### src/rtl/floor_seq_ctrl.sv
`timescale 1ns/1ps
// floor_seq_ctrl: four-floor lift sequencer with latched calls, timed travel and door dwell.
// Optional macro FLOOR_SEQ_ESTOP_EN adds the estop input and STOP state.
module floor_seq_ctrl #(
   parameter int TICKS_PER_FLOOR = 50000000,
   parameter int DOOR_TICKS      = 100000000,
   parameter int SYNC_STAGES     = 2
) (
   input  logic       clk,
   input  logic       reset,
   input  logic [3:0] req,
   input  logic       door_hold,
`ifdef FLOOR_SEQ_ESTOP_EN
   input  logic       estop,
`endif
   output logic [3:0] data,
   output logic [1:0] floor,
   output logic       moving,
   output logic       door_open,
   output logic [3:0] pending
);

   localparam int MAX_TICKS = (TICKS_PER_FLOOR > DOOR_TICKS) ? TICKS_PER_FLOOR : DOOR_TICKS;
   localparam int TW        = $clog2(MAX_TICKS);
   localparam logic [TW-1:0] TRAVEL_LAST = TW'(TICKS_PER_FLOOR - 1);
   localparam logic [TW-1:0] DOOR_LOAD   = TW'(DOOR_TICKS - 1);
   localparam logic [TW-1:0] T_ZERO      = TW'(0);
   localparam logic [TW-1:0] T_ONE       = TW'(1);

   typedef enum logic [2:0] {
      ST_IDLE      = 3'd0,
      ST_MOVE_UP   = 3'd1,
      ST_MOVE_DOWN = 3'd2,
      ST_DOOR      = 3'd3,
      ST_STOP      = 3'd4
   } state_t;

   function automatic logic [3:0] above_mask(input logic [1:0] f);
      case (f)
         2'd0:    above_mask = 4'b1110;
         2'd1:    above_mask = 4'b1100;
         2'd2:    above_mask = 4'b1000;
         default: above_mask = 4'b0000;
      endcase
   endfunction

   function automatic logic [3:0] below_mask(input logic [1:0] f);
      case (f)
         2'd0:    below_mask = 4'b0000;
         2'd1:    below_mask = 4'b0001;
         2'd2:    below_mask = 4'b0011;
         default: below_mask = 4'b0111;
      endcase
   endfunction

   logic [3:0]    sync_r [SYNC_STAGES];
   logic [3:0]    prev_r;
   logic [3:0]    rise_s;
   state_t        state_r, state_n_s;
   logic [1:0]    floor_r, floor_n_s, nf_s;
   logic          dir_r, dir_n_s;
   logic [3:0]    pending_r, pending_n_s, set_s, clr_s, here_s;
   logic [TW-1:0] travel_r, travel_n_s, door_r, door_n_s;
   logic [3:0]    data_r, data_n_s;
   logic          moving_r, moving_n_s, door_open_r, door_open_n_s;
   logic          calls_up_s, calls_dn_s;

   assign rise_s     = sync_r[SYNC_STAGES-1] & ~prev_r;
   assign here_s     = 4'b0001 << floor_r;
   assign calls_up_s = |(pending_r & above_mask(floor_r));
   assign calls_dn_s = |(pending_r & below_mask(floor_r));

   // Button synchronizer chain and previous-value register for rise detection
   always_ff @(posedge clk) begin
      if (reset) begin
         for (int i = 0; i < SYNC_STAGES; i++) sync_r[i] <= 4'h0;
         prev_r <= 4'h0;
      end else begin
         sync_r[0] <= req;
         for (int i = 1; i < SYNC_STAGES; i++) sync_r[i] <= sync_r[i-1];
         prev_r <= sync_r[SYNC_STAGES-1];
      end
   end

   // Next-state, timer, floor and call-latch logic
   always_comb begin
      state_n_s  = state_r;
      floor_n_s  = floor_r;
      dir_n_s    = dir_r;
      travel_n_s = travel_r;
      door_n_s   = door_r;
      nf_s       = floor_r;
      set_s      = rise_s;
      clr_s      = 4'h0;
`ifdef FLOOR_SEQ_ESTOP_EN
      if (estop) begin
         state_n_s  = ST_STOP;
         travel_n_s = T_ZERO;
         door_n_s   = T_ZERO;
         set_s      = 4'h0;
         clr_s      = 4'hf;
      end else begin
`endif
      case (state_r)
         ST_IDLE: begin
            travel_n_s = T_ZERO;
            if ((pending_r & here_s) != 4'h0) begin
               state_n_s = ST_DOOR;
               clr_s     = here_s;
               door_n_s  = DOOR_LOAD;
            end else if (dir_r && calls_up_s) begin
               state_n_s = ST_MOVE_UP;
            end else if (!dir_r && calls_dn_s) begin
               state_n_s = ST_MOVE_DOWN;
            end else if (calls_up_s) begin
               dir_n_s   = 1'b1;
               state_n_s = ST_MOVE_UP;
            end else if (calls_dn_s) begin
               dir_n_s   = 1'b0;
               state_n_s = ST_MOVE_DOWN;
            end else begin
               state_n_s = ST_IDLE;
            end
         end
         ST_MOVE_UP: begin
            if (travel_r == TRAVEL_LAST) begin
               travel_n_s = T_ZERO;
               if (floor_r != 2'd3) nf_s = floor_r + 2'd1;
               else                 nf_s = floor_r;
               floor_n_s = nf_s;
               // Arrival decision uses the calls latched before this cycle
               if (pending_r[nf_s]) begin
                  state_n_s = ST_DOOR;
                  clr_s     = 4'b0001 << nf_s;
                  door_n_s  = DOOR_LOAD;
               end else if ((pending_r & above_mask(nf_s)) != 4'h0) begin
                  state_n_s = ST_MOVE_UP;
               end else begin
                  state_n_s = ST_IDLE;
               end
            end else begin
               travel_n_s = travel_r + T_ONE;
            end
         end
         ST_MOVE_DOWN: begin
            if (travel_r == TRAVEL_LAST) begin
               travel_n_s = T_ZERO;
               if (floor_r != 2'd0) nf_s = floor_r - 2'd1;
               else                 nf_s = floor_r;
               floor_n_s = nf_s;
               if (pending_r[nf_s]) begin
                  state_n_s = ST_DOOR;
                  clr_s     = 4'b0001 << nf_s;
                  door_n_s  = DOOR_LOAD;
               end else if ((pending_r & below_mask(nf_s)) != 4'h0) begin
                  state_n_s = ST_MOVE_DOWN;
               end else begin
                  state_n_s = ST_IDLE;
               end
            end else begin
               travel_n_s = travel_r + T_ONE;
            end
         end
         ST_DOOR: begin
            // A press for the open floor extends the dwell instead of latching
            set_s = rise_s & ~here_s;
            if (door_hold || ((rise_s & here_s) != 4'h0)) begin
               door_n_s = DOOR_LOAD;
            end else if (door_r == T_ZERO) begin
               state_n_s = ST_IDLE;
            end else begin
               door_n_s = door_r - T_ONE;
            end
         end
         ST_STOP: begin
            state_n_s  = ST_IDLE;
            travel_n_s = T_ZERO;
            door_n_s   = T_ZERO;
         end
         default: begin
            state_n_s  = ST_IDLE;
            travel_n_s = T_ZERO;
            door_n_s   = T_ZERO;
         end
      endcase
`ifdef FLOOR_SEQ_ESTOP_EN
      end
`endif
      pending_n_s = (pending_r | set_s) & ~clr_s;
   end

   // Output decode: status flags follow the next state, display follows the current one
   always_comb begin
      moving_n_s    = 1'b0;
      door_open_n_s = 1'b0;
      data_n_s      = {2'b00, floor_r};
      if (state_n_s == ST_MOVE_UP || state_n_s == ST_MOVE_DOWN) moving_n_s = 1'b1;
      else                                                       moving_n_s = 1'b0;
      if (state_n_s == ST_DOOR) door_open_n_s = 1'b1;
      else                      door_open_n_s = 1'b0;
      if (state_r == ST_DOOR || state_r == ST_STOP) data_n_s = 4'd6;
      else                                          data_n_s = {2'b00, floor_r};
   end

   // State, timers, call latch and registered outputs
   always_ff @(posedge clk) begin
      if (reset) begin
         state_r     <= ST_IDLE;
         floor_r     <= 2'd0;
         dir_r       <= 1'b1;
         pending_r   <= 4'h0;
         travel_r    <= T_ZERO;
         door_r      <= T_ZERO;
         data_r      <= 4'd0;
         moving_r    <= 1'b0;
         door_open_r <= 1'b0;
      end else begin
         state_r     <= state_n_s;
         floor_r     <= floor_n_s;
         dir_r       <= dir_n_s;
         pending_r   <= pending_n_s;
         travel_r    <= travel_n_s;
         door_r      <= door_n_s;
         data_r      <= data_n_s;
         moving_r    <= moving_n_s;
         door_open_r <= door_open_n_s;
      end
   end

   assign data      = data_r;
   assign floor     = floor_r;
   assign moving    = moving_r;
   assign door_open = door_open_r;
   assign pending   = pending_r;

endmodule

### config.mk
export PLATFORM = sky130hd
export DESIGN_NAME = floor_seq_ctrl
export DESIGN_NICKNAME = d
export VERILOG_FILES = /design/src/rtl/floor_seq_ctrl.sv
export SDC_FILE = /design/constraint.sdc
export NUM_CORES = 1
export LEC_CHECK = 0
export CAP_MARGIN = 30
export CORE_AREA = 2 2 104 106
export CTS_BUF_LIST = sky130_fd_sc_hd__clkbuf_8
export CTS_CLUSTER_DIAMETER = 100
export DETAILED_ROUTE_END_ITERATION = 6
export DIE_AREA = 0 0 106 108
export SLEW_MARGIN = 10
export SYNTH_ARGS = -nofsm -noshare
export SYNTH_HDL_FRONTEND = slang
export SYNTH_SLANG_ARGS = --single-unit
### constraint.sdc
create_clock -name clk -period 3.15 [get_ports clk]
set_input_delay 0.4725 -clock clk [delete_from_list [all_inputs] [get_ports clk]]
set_output_delay 0.4725 -clock clk [all_outputs]
set_load 0.02 [all_outputs]
==> summary.txt <==
Run status
  – Outcome: finished, final reports clean

Setup path
  – Crit end category: register
  – Element type at the critical path start: register
  – Buf+Inv Stages, Crit Path: 0
  – Setup Crit Path Kind: reg -> reg
  – Worst r2r src: travel_r[10]
  – Cell Chain, Critical Path: or4b_1 -> nor4_1 -> nand2_1 -> o21a_1 -> a2111oi_1 -> a21oi_1
  – Crit-path max FO: 7
  – Slowest-stage cell, CP: a2111oi_1
  – Crit path DAT: ~2.9 ns
  – Required time worst endpoint: 3.37 ns
  – Critical Path Source: travel_r[10]
  – Family with the most delay on the worst path: simple AND/OR/NAND/NOR gates
  – Largest stage delay, worst path: about 0.54 ns

Synthesis
  – Main synth FF type: dfxtp_1
  – Seq/Total Area, Yosys: 40.4%
  – Top post-synthesis cells by area: dfxtp_1 40%, a21oi_1 5.6%, nor2_1 5.3%, a311oi_1 3.3%, nand2_1 2.8%
  – Ys async rst share: 0%
  – Gate Count Post-Synth: 481
  – Synth top area share: 40.4%
  – EDFF count, synth: 0
  – Synth unique cells: 66
  – Post-synthesis cell area: 0.00401 mm²
  – Post-synth top area cell: dfxtp_1
  – Warnings, synthesis: 0
  – Syn Area/Cell: 8.34 µm²
  – FF+latch count, synth: 81

Finish
  – Most frequent cells in the layout: 81 x dfxtp_1, 57 x nor2_1, 45 x a21oi_1
  – Commonest non-fill, non-tap cell in the layout: dfxtp_1
  – Design area: 0.00457 mm²
  – Nets@finish: 508
  – ANT cells: 0
  – Layout overhead on the synthesized area: 13.9%
  – Post-layout util: between 40% and 50%
  – Share of cells above drive strength 1: about 8.7%

Placed design
  – I/O Buffers: 17
  – Place WS: 0.507 ns
  – Gp weighted congestion: 0.847
  – DP Area: 0.00436 mm²
  – Dpl hpwl: 6700 µm

Floorplanning
  – DIE AREA: 0.0114 mm²
  – # rows: 37
  – Core Area: 0.0102 mm²
  – Die width: 106 µm
  – Initial core utilization: 39.2%
  – Chip height: 108 µm
  – IO Pins: 19

Clocking
  – CTS H-tree lvls: 3
  – Clock transition at path regs: 0.09 ns
  – CTS tree: built
  – CTS Hold Bufs: 0
  – Setup repair bufs after CTS: 0
  – Root Buffer: clkbuf_8
  – Post-cts sizing count: 0
  – Clock sink count: 81
  – Clk_lat worst skew: 0.36 ns
  – Num CTS Buffers: 9
  – Maximum clock path buffer count: 2

Power
  – IR Drop Worst-Case VDD: 0.206 mV
  – Pwr dens: 472 mW/mm²
  – LEAKAGE: 1.49 nW

Routing
  – Pre-antenna DRT Iters: 4
  – WL final: 9620 µm
  – DRT iter0 DRCs: around 160
  – DR DRC count: 0
  – Vias post-DR: 3649
  – Final ANT Viol Nets: 0
  – WL/cell: 15.0 µm
  – Vias per cell: 5.70

Global route
  – First-pass GRT wire length: 16400 µm
  – GRT overflow: 0
  – Vias in the first global route: between 3k and 4k
  – GRT Util Overall: 17.7%
  – Largest net degree at the start of global routing: 31
  – Initial antenna violation count: 0

Timing
  – Worst setup margin: 0.457 ns
  – TNS Setup: 0 ns
  – Fin crit share: 85.5%
  – Clk_skew: 0.0157 ns
  – Final Hold Viols: 0
  – Max-slew violation count: 0
  – Final setup violation count: 0
  – Slew @ Worst Pin: 0.771 ns
  – Slew headroom: between 40% and 50%
  – Fmax: 371 MHz
  – RSZ-0062 raised after global routing: no
  – Worst hold slack: 0.446 ns
  – Final min period: 2.69 ns

Run
  – Max-cap violations: 0

Hold path
  – HP Class: reg -> reg
  – Hold_sp: sync_r[0][3]
==> kinds of logic (layout without fill, tap and decap cells) <==
| family | Yosys count | count (layout) | share of synthesized area (%) |
|---|---|---|---|
| DFF | 81 | 81 | 40.4 |
| buffers and inverters | 39 | 61 | 4.02 |
| AOI/OAI and AO/OA | 127 | 127 | 21.0 |
| muxes | 6 | 6 | 1.84 |
| and+or+nand+nor | 206 | 206 | 27.9 |
| xor gates and xnor gates | 19 | 19 | 4.15 |
| adders and majority gates | 2 | 2 | 0.624 |
| other | 1 | 2 | 0.0935 |
==> cell type report <==
| type | count | area (µm²) |
|---|---|---|
| clock buffers | 10 | 138 |
| clock inverters | 6 | 72.6 |
| fillers | 1000 | 5670 |
| inverters | 14 | 52.6 |
| multi-input cells | 362 | 2240 |
| flip-flops and latches | 81 | 1620 |
| well taps | 136 | 170 |
| repair buffers | 31 | 275 |
==> report_power, final <==
group | internal, mW | switching, mW | total, mW
clock | 0.397 | 0.412 | 0.809
sequential | 1.06 | 0.0346 | 1.09
combinational | 0.102 | 0.151 | 0.253
==> path summary, 6_finish.rpt <==
check / endpoint / slack [ns] / cells after the start
hold reg to reg: sync_r[0][7] / 0.45 / 1
hold / removal: sync_r[0][7] / 0.45 / 1
setup reg to reg: state_r[1] / 0.46 / 6
setup / recovery: state_r[1] / 0.46 / 6
==> per-layer routing <==
layer	track usage [%]	up-vias	wire length (µm)
met1	23.7	1736	4700
met2	28.3	96	4370
li1	-	1808	-
met5	0	-	0
met4	5.08	0	90
met3	4.52	9	464
==> flip-flops by register name, indices dropped and copies added (netlist names) <==
signal     count
sync_r         8
pending        4
door_open      1
travel_r      27
data           3
prev_r         4
floor          2
dir_r          1
state_r        3
door_r        27
moving         1
==> Yosys cell counts (all sizes together), types with 11 or more instances <==
| cell type | count |
|---|---|
| nor4 | 12 |
| nor2b | 14 |
| nand2 | 30 |
| nor3 | 18 |
| nor2 | 57 |
| dfxtp | 81 |
| a311oi | 15 |
| inv | 12 |
| xor2 | 11 |
| clkbuf | 20 |
| a21oi | 45 |
| o21ai | 23 |
| nand3 | 13 |
==> through the flow <==
stage	total power, mW	instances
after floorplan	1.30	482
after global placement	1.36	624
after detailed placement	1.37	624
after global routing	2.25	640
final	2.15	640
after CTS	2.17	640
No activity file was read; power rests on OpenSTA's default activity.
==> RTL change (same settings) <==
The 5 states of `state_t` get a one-hot encoding in 5 bits.
--- a/src/rtl/floor_seq_ctrl.sv
+++ b/src/rtl/floor_seq_ctrl.sv
@@ -27,12 +27,12 @@
    localparam logic [TW-1:0] T_ZERO      = TW'(0);
    localparam logic [TW-1:0] T_ONE       = TW'(1);
 
-   typedef enum logic [2:0] {
-      ST_IDLE      = 3'd0,
-      ST_MOVE_UP   = 3'd1,
-      ST_MOVE_DOWN = 3'd2,
-      ST_DOOR      = 3'd3,
-      ST_STOP      = 3'd4
+   typedef enum logic [4:0] {
+      ST_IDLE      = 5'b00001,
+      ST_MOVE_UP   = 5'b00010,
+      ST_MOVE_DOWN = 5'b00100,
+      ST_DOOR      = 5'b01000,
+      ST_STOP      = 5'b10000
    } state_t;
 
    function automatic logic [3:0] above_mask(input logic [1:0] f);
Behaviour: no difference found for any inputs over 10 cycles, from zero or initial values and one cycle with reset high; not proved beyond that.
==> RTL change against the unedited design <==
Global-route usage up 0.88 points; sequential share of layout area down 0.51 points; final area up 4.0%; wire length up 4.6%; power up 14%; sequential cell count up 2; via count up 5.6%; synthesized cell count up 7.1%; die area unchanged; synthesized area up 5.3%; worst setup slack worse by 0.26 ns; core utilization up 1.8 points.
==> RTL change: results (changes against the unedited design) <==
outcome completed (unchanged); FFs & Latches 83 (was 81); met1 Track Usage GR 0.250 (was 0.237); post-synthesis cell count 515 (was 481); post-synthesis mux area share 0.0133 (was 0.0184); placed cell areas 4540 um^2 (was 4360 um^2); comb_multi_in 392 (was 362); Starting DRT DRC Count 161 (was 164); GR Layer Usage met2 0.299 (was 0.283); Worst-Margin Slew 0.689 ns (was 0.771 ns); FF-to-FF Start floor[1] (was travel_r[10]); FF-to-FF End door_r[10] (was state_r[1]); DRT met1 WL 4.82 mm (was 4.70 mm); non-clk buf share 0.0564 (was 0.0603); ant diodes 0 (unchanged); DP Worst Slack 0.261 ns (was 0.507 ns); inverters 12 (was 14); gpl congestion 0.863 (was 0.847); pin count of the biggest net entering global routing 34 (was 31); vias in the first global route 3515 (was 3414); non-filler cells, final 668 (was 640); Static Leak 1.63 nW (was 1.49 nW); Critical-path top delay cell or4b_1 (was a2111oi_1); fillers 1003 (was 1000); synth top area cells dfxtp_1 39%, nor2_1 5.5%, a21oi_1 5.3% (was dfxtp_1 40%, a21oi_1 5.6%, nor2_1 5.3%); max incr delay on CP 0.78 ns (was 0.54 ns); Pre-antenna DRT Iters 5 (was 4); Nets 538 (was 508); compound-gate portion of the synthesized area 0.185 (was 0.210); M3 GR Usage 0.0482 (was 0.0452); CP max FO 19 (was 7); clock latency on the worst-skew pair 0.37 ns; Fin Hold WS 0.451 ns (was 0.446 ns); Post-Synth Adder-Cell Area 0.00889 (was 0.00624); final period utilization 0.936 (was 0.855); Wirelength per Cell 15.1 um (was 15.0 um); Detail Placement HPWL 6.80 mm (was 6.70 mm); GRT Total Usage 0.186 (was 0.177); cells on worst reg2reg path 6 (unchanged); Hold Crit Endpoint sync_r[0][7] (unchanged); xor and xnor area share after synthesis 0.0436 (was 0.0415); Inst Count DP 653 (was 624); Seq area share 0.350 (was 0.355); detailed-route via count 3852 (was 3649); Worst R2R Setup Slack 0.20 ns (was 0.46 ns); global-route wire length before repair 17.2 mm (was 16.4 mm); Netlist cell types 63 (was 66); layout cells sized above 1 0.0771 (was 0.0873); met2 wire len 4.64 mm (was 4.37 mm); Int Power 1.74 mW (was 1.55 mW); IR drop worst, VDD 362 uV (was 206 uV); register area 1660 um^2 (was 1620 um^2); Setup Skew 0.0133 ns (was 0.0157 ns); WP data arrival 3.24 ns (was 2.91 ns)
## RTL change: cell count changes in the layout (fill, tap and decap cells not counted), sizes merged, moves of 4 or more
cell	before	now
nand3	13	18
nand2b	8	12
a211oi	9	3
nand3b	6	2
a221oi	5	0
and3	9	13
nor2	57	62
mux2i	4	0
or4	6	12
nand2	30	26
## RTL change: power groups by stage
stage / clock [mW] / combinational [mW] / sequential [mW]
after floorplan: 0 / 0.351 / 1.17
after global placement: 0 / 0.458 / 1.18
after detailed placement: 0 / 0.468 / 1.18
after CTS: 0.856 / 0.471 / 1.15
after global routing: 0.904 / 0.533 / 1.16
final: 0.828 / 0.471 / 1.15
## RTL change: worst max-delay path by stage
stage | end | cells after the start | startpoint
floorplan | door_r[10] | 8 | floor[1]
global placement | door_r[10] | 6 | floor[1]
detailed placement | door_r[10] | 6 | floor[1]
CTS | door_r[10] | 6 | floor[1]
global route | door_r[10] | 6 | floor[1]
finish | door_r[10] | 6 | floor[1]
